`src/rtl/uart_rx_pkg.sv`:
```
// Shared types and tick constants for the oversampling UART receiver.
// UART_RX_PARITY_EN adds the even-parity PARITY state to the enum.
package uart_rx_pkg;

`ifdef UART_RX_PARITY_EN
   typedef enum logic [2:0] {IDLE, START, DATA, PARITY, STOP} rxState_t;
`else
   typedef enum logic [1:0] {IDLE, START, DATA, STOP} rxState_t;
`endif

   localparam int         OS_FACTOR   = 16;
   localparam logic [3:0] VOTE_TICK_A = 4'd7;
   localparam logic [3:0] VOTE_TICK_B = 4'd8;
   localparam logic [3:0] VOTE_TICK_C = 4'd9;
   localparam logic [3:0] TICK_LAST   = 4'd15;

   function automatic logic majority3(input logic [2:0] s);
      return (s[0] & s[1]) | (s[0] & s[2]) | (s[1] & s[2]);
   endfunction

endpackage

```
`src/rtl/uart_rx_sync.sv`:
```
// Line synchronizer, falling-edge detect and 3-sample majority vote.
module uart_rx_sync
   import uart_rx_pkg::*;
#(
   parameter int SYNC_STAGES = 2
) (
   input  logic clk,
   input  logic rstn,
   input  logic rxIn,
   input  logic tick,
   output logic rxSync,
   output logic fallEdge,
   output logic vote
);

   logic [SYNC_STAGES-1:0] syncChain;
   logic                   syncPrev;
   logic [1:0]             history;

   always_ff @(posedge clk) begin
      if (!rstn) begin
         syncChain <= '1;
         syncPrev  <= 1'b1;
         history   <= 2'b11;
      end else begin
         syncChain <= {syncChain[SYNC_STAGES-2:0], rxIn};
         syncPrev  <= rxSync;
         if (tick) history <= {history[0], rxSync};
      end
   end

   assign rxSync   = syncChain[SYNC_STAGES-1];
   assign fallEdge = syncPrev & ~rxSync;
   // Window is the two previous tick samples plus the current one, so the
   // vote evaluated on tick 9 covers ticks 7, 8 and 9.
   assign vote     = majority3({history, rxSync});

endmodule

```
`src/rtl/uart_rx_oversample.sv`:
```
// 16x oversampling 8-bit UART receiver with valid/ready holding register.
// Define UART_RX_PARITY_EN for 8E1 framing; default build is 8N1.
//
// state  | meaning
// IDLE   | waiting for a synced falling edge (blocked while rxBreak)
// START  | validating start bit; vote 1 is a false start
// DATA   | shifting 8 data bits LSB first
// PARITY | sampling even parity bit (UART_RX_PARITY_EN only)
// STOP   | stop decision at tick 9, then straight back to IDLE
module uart_rx_oversample
   import uart_rx_pkg::*;
#(
   parameter int CLOCK_RATE  = 12000000,
   parameter int BAUD_RATE   = 9600,
   parameter int SYNC_STAGES = 2
) (
   input  logic       clk,
   input  logic       rstn,
   input  logic       rxEn,
   input  logic       rxIn,
   output logic [7:0] rxOut,
   output logic       rxValid,
   input  logic       rxReady,
   output logic       rxBusy,
   output logic       rxErr,
   output logic       rxOvr,
   output logic       rxBreak
);

   localparam int OS_DIV = (CLOCK_RATE + (BAUD_RATE * OS_FACTOR) / 2) / (BAUD_RATE * OS_FACTOR);
   localparam int PRE_W  = (OS_DIV > 1) ? $clog2(OS_DIV) : 1;

   rxState_t   state, stateNext;
   logic [PRE_W-1:0] preCnt;
   logic [3:0] tickCnt;
   logic       tick, decide, boundary, startFrame;
   logic       rxSync, fallEdge, vote;
   logic [7:0] shiftReg;
   logic [2:0] bitIdx;
   logic       offer, frameErr, breakDet, canLoad, parOk;

   uart_rx_sync #(.SYNC_STAGES(SYNC_STAGES)) u_sync (
      .clk      (clk),
      .rstn     (rstn),
      .rxIn     (rxIn),
      .tick     (tick),
      .rxSync   (rxSync),
      .fallEdge (fallEdge),
      .vote     (vote)
   );

   assign tick       = (preCnt == '0);
   assign decide     = tick && (tickCnt == VOTE_TICK_C);
   assign boundary   = tick && (tickCnt == TICK_LAST);
   assign startFrame = rxEn && (state == IDLE) && fallEdge && !rxBreak;
   assign rxBusy     = (state != IDLE);
   assign canLoad    = !rxValid || rxReady;

   // Prescaler down-counter; restarting it on the start edge aligns tick 0.
   always_ff @(posedge clk) begin
      if (!rstn) begin
         preCnt  <= PRE_W'(OS_DIV - 1);
         tickCnt <= '0;
      end else if (startFrame) begin
         preCnt  <= PRE_W'(OS_DIV - 1);
         tickCnt <= '0;
      end else if (tick) begin
         preCnt  <= PRE_W'(OS_DIV - 1);
         tickCnt <= tickCnt + 4'd1;
      end else begin
         preCnt  <= preCnt - 1'b1;
      end
   end

   always_ff @(posedge clk) begin
      if (!rstn) state <= IDLE;
      else       state <= stateNext;
   end

   always_comb begin
      stateNext = state;
      offer     = 1'b0;
      frameErr  = 1'b0;
      breakDet  = 1'b0;
      if (!rxEn) begin
         stateNext = IDLE;
      end else begin
         case (state)
            IDLE:  if (startFrame) stateNext = START;
            START: begin
               if (decide && vote) stateNext = IDLE;
               else if (boundary)  stateNext = DATA;
            end
            DATA: begin
               if (boundary && bitIdx == 3'd7) begin
`ifdef UART_RX_PARITY_EN
                  stateNext = PARITY;
`else
                  stateNext = STOP;
`endif
               end
            end
`ifdef UART_RX_PARITY_EN
            PARITY: if (boundary) stateNext = STOP;
`endif
            STOP: begin
               if (decide) begin
                  stateNext = IDLE;
                  if (vote && parOk) begin
                     offer = 1'b1;
                  end else begin
                     frameErr = 1'b1;
                     breakDet = !vote && (shiftReg == 8'h00);
                  end
               end
            end
            default: stateNext = IDLE;
         endcase
      end
   end

   always_ff @(posedge clk) begin
      if (!rstn) begin
         shiftReg <= '0;
         bitIdx   <= '0;
      end else begin
         if (startFrame)                    bitIdx <= '0;
         else if (state == DATA && boundary) bitIdx <= bitIdx + 3'd1;
         if (state == DATA && decide) shiftReg <= {vote, shiftReg[7:1]};
      end
   end

`ifdef UART_RX_PARITY_EN
   logic parErr;
   always_ff @(posedge clk) begin
      if (!rstn)                          parErr <= 1'b0;
      else if (startFrame)                parErr <= 1'b0;
      else if (state == PARITY && decide) parErr <= vote ^ (^shiftReg);
   end
   assign parOk = !parErr;
`else
   assign parOk = 1'b1;
`endif

   always_ff @(posedge clk) begin
      if (!rstn) begin
         rxOut   <= '0;
         rxValid <= 1'b0;
         rxErr   <= 1'b0;
         rxOvr   <= 1'b0;
         rxBreak <= 1'b0;
      end else begin
         rxErr <= frameErr;
         rxOvr <= offer && !canLoad;
         if (offer && canLoad) begin
            rxOut   <= shiftReg;
            rxValid <= 1'b1;
         end else if (rxReady) begin
            rxValid <= 1'b0;
         end
         if (breakDet)    rxBreak <= 1'b1;
         else if (rxSync) rxBreak <= 1'b0;
      end
   end

endmodule

```
`config.mk`:
```
export PLATFORM = sky130hd
export DESIGN_NAME = uart_rx_oversample
export DESIGN_NICKNAME = d
export VERILOG_FILES = /design/src/rtl/uart_rx_pkg.sv /design/src/rtl/uart_rx_sync.sv /design/src/rtl/uart_rx_oversample.sv
export SDC_FILE = /design/constraint.sdc
export NUM_CORES = 1
export LEC_CHECK = 0
export BUFFER_PORTS_ARGS = -buffer_cell sky130_fd_sc_hd__buf_4
export CAP_MARGIN = 20
export CORE_ASPECT_RATIO = 1.25
export CORE_MARGIN = 2
export CORE_UTILIZATION = 35
export DETAILED_ROUTE_END_ITERATION = 16
export PLACE_DENSITY_LB_ADDON = 0.12
export SKIP_LAST_GASP = 1
export SYNTH_ARGS = -nofsm -noshare
export SYNTH_HDL_FRONTEND = slang
export SYNTH_SLANG_ARGS = --single-unit
```
`constraint.sdc`:
```
create_clock -name clk -period 3 [get_ports clk]
set_input_delay 0.15 -clock clk [delete_from_list [all_inputs] [get_ports clk]]
set_output_delay 0.15 -clock clk [all_outputs]
set_load 0.01 [all_outputs]
```
==> out/qor.txt <==
Compound-Gate Fraction of Synth Area: 0.100
EDFF count, synth: 0
First-pass GRT wire length: 5.92 mm
Cells after Synth: 188
Simple-gate share of the synthesized area: 0.269
VDD IR max: 0.262 mV
CTS sink count: 41
Cell taking the most area after synthesis: dfxtp_1
Worst-path clk slew: 0.07 ns
Worst setup startpoint: preCnt[0]
FF-to-FF Start: preCnt[0]
Crit path DAT: 2.34 ns
CP peak stage delay: 0.61 ns
Yosys warnings: 0
CTS tree: done
Final nets: 214
Post-CTS Repair Setup Buffers: 0
DP HPWL: 2.57 mm
Initial Util: 0.369
Hold Path Class: primary input to register
Area Growth Syn to Fin: 13.6%
Filler cell count: 471
Final hold violation count: 0
Via count: 1323
Synth Area in Adders: 0.0410
Vias in the first global route: 1294
DP Worst Slack: 0.784 ns
Dpl cells: 257
Post-synthesis mux area share: 0.0565
Post-Synth XOR/XNOR Area: 0.0395
Final period util: 0.723
Die X: 67.6 um
Worst-Skew Late Latency: 0.29 ns
DRT iter0 DRCs: 46
Outcome: finished clean
CP Capture Type: register
CP startpoint kind: register
Ys flop type: dfxtp_1
Slew @ Worst Pin: 0.706 ns
Register area share after synthesis: 0.463
Distinct cells, synth: 38
Number of I/O port buffers: 17
Resized Gates After CTS: 0
Leakage power: 0.000810 uW
DR WL/cell: 13.0 um
Async set-reset flop share out of synthesis: 0
Cell Area, Synth: 1770 um^2
PwrDens: 455 nW/um^2
# rows: 28
Most common library cells after synthesis: dfxtp_1, nor2_1, nand2_1
DR DRC count: 0
Number of vias per cell: 5.03
Pins Over Slew Limit: 0
Most frequent cell after synthesis: dfxtp_1
WL final: 3.43 mm
ANT nets after route: 0
Post-CTS Hold Buffers: 0
Crit-path max FO: 13
Antenna violations before repair: 0
Final Core Density: 0.419
Fin crit period: 2.17 ns
Die H: 83.5 um
RSZ-0062 raised after global routing: false
Reg area: 821 um^2
Number of setup violations in the final report: 0
Yosys reg bits: 41
N_diodes: 0
Maxcap violations: 0
Largest net degree at the start of global routing: 26
Layout cells sized above 1: 0.138
Worst Setup Slack, final: 0.832 ns
HP Start: rxIn
TNS Setup: 0 ns
Non-filler cells, final: 263
CTS max path bufs: 2
H-tree lvl count: 2
Syn Nets: 198
Slew headroom: 0.527
Yosys top cell area share: 0.463
Num CTS Buffers: 5
Clk root buf: clkbuf_8
Final Wtd Congestion: 0.785
Total GRT Usage: 0.137
Worst-path cell chain: inv_1 > ha_1 > nor3b_2 > nand4_1 > o21ai_0 > a21boi_1
CP delay by family, top: simple AND/OR/NAND/NOR gates
Main combinational cell family by area after synthesis: simple AND/OR/NAND/NOR gates
Top post-synthesis cells by area: dfxtp_1, mux2i_1, nand4_1
Crit-path slowest cell: nor3b_2
Ports: 18
Area of the multi-input gates: 897 um^2
Clk_skew: 0.00967 ns
Avg Synthesized Cell Area: 9.42 um^2
Core footprint: 4800 um^2
Detailed-router iteration count before antenna repair: 4
Fmax: 461 MHz
Die ar.: 5650 um^2
CP bufs+invs: 1
Remaining Overflow, GRT: 0
R2r setup slk: 0.83 ns
Critical Path RT: 3.17 ns
Setup CP Type: register to register
[worst reg2reg max path, cell delays in order, from the launching register on]
cell and delay (ns):
dfxtp_1 0.32, inv_1 0.06, ha_1 0.19, nor3b_2 0.61
nand4_1 0.48, o21ai_0 0.33, a21boi_1 0.09
[sequential cells by signal, indices dropped and copies added (netlist names), 2 cells and up, named ones only]
signal            cells
bitIdx                3
preCnt                7
rxOut                 8
shiftReg              8
tickCnt               4
u_sync.history        2
u_sync.syncChain      2
[layer usage]
layer,global-route usage,vias to the layer above,share of wire
li1,-,687,-
met1,0.154,609,0.45
met2,0.237,22,0.50
met3,0.0364,5,0.037
met4,0.0557,0,0.018
met5,0,-,0
[per-stage QoR]
| step | hold WS (ns) | power (uW) | cell area (um^2) |
|---|---|---|---|
| finish | 0.0439 | 916 | 2010 |
| global route | 0.0279 | 958 | 2010 |
| CTS | 0.0313 | 936 | 2010 |
| detailed placement | 0.339 | 606 | 1940 |
| global placement | 0.335 | 604 | 1940 |
| floorplan | 0.223 | 593 | 1770 |
[power by group]
part,switching [uW],internal (uW)
clock,171,153
combinational,19.9,15.9
sequential,5.98,551
[cell families after synthesis]
logic type / Yosys count
adders and majority gates: 6
AOI/OAI and AO/OA: 27
xor gates and xnor gates: 8
DFF: 41
muxes: 10
and+or+nand+nor: 83
buffers and inverters: 13
[final cells by class]
type                            instances  area share
Multi-Input combinational cell        134       0.446
Clock inverter                          1     0.00249
Timing Repair Buffer                   17      0.0634
Tap cell                               60      0.0373
Inverter                                5     0.00932
Clock buffer                            5      0.0342
Sequential cell                        41       0.408
[final timing paths]
path	cells past startpoint	endpoint
worst min-delay path	2	u_sync.syncChain[0]
worst max register to register	6	rxOut[6]
worst max-delay path	6	rxOut[6]
worst min register to register	1	preCnt[0]
[cells in the final DEF, fill, tap and decap left out, drive strengths merged, types with 2 or more instances in the layout]
cell type and n:
nand3 7, xor2 3, clkbuf 5, nand2b 5, nor2b 11, nor4 2, o21ai 11, inv 5
nand2 13, a21oi 2, nor2 16, nand4 12, and2 4, mux2i 10, a21boi 8, ha 5
buf 17, xnor2 5, dfxtp 41, nor3 3, and3 3, and4 2
No activity file was read; power rests on OpenSTA's default activity.
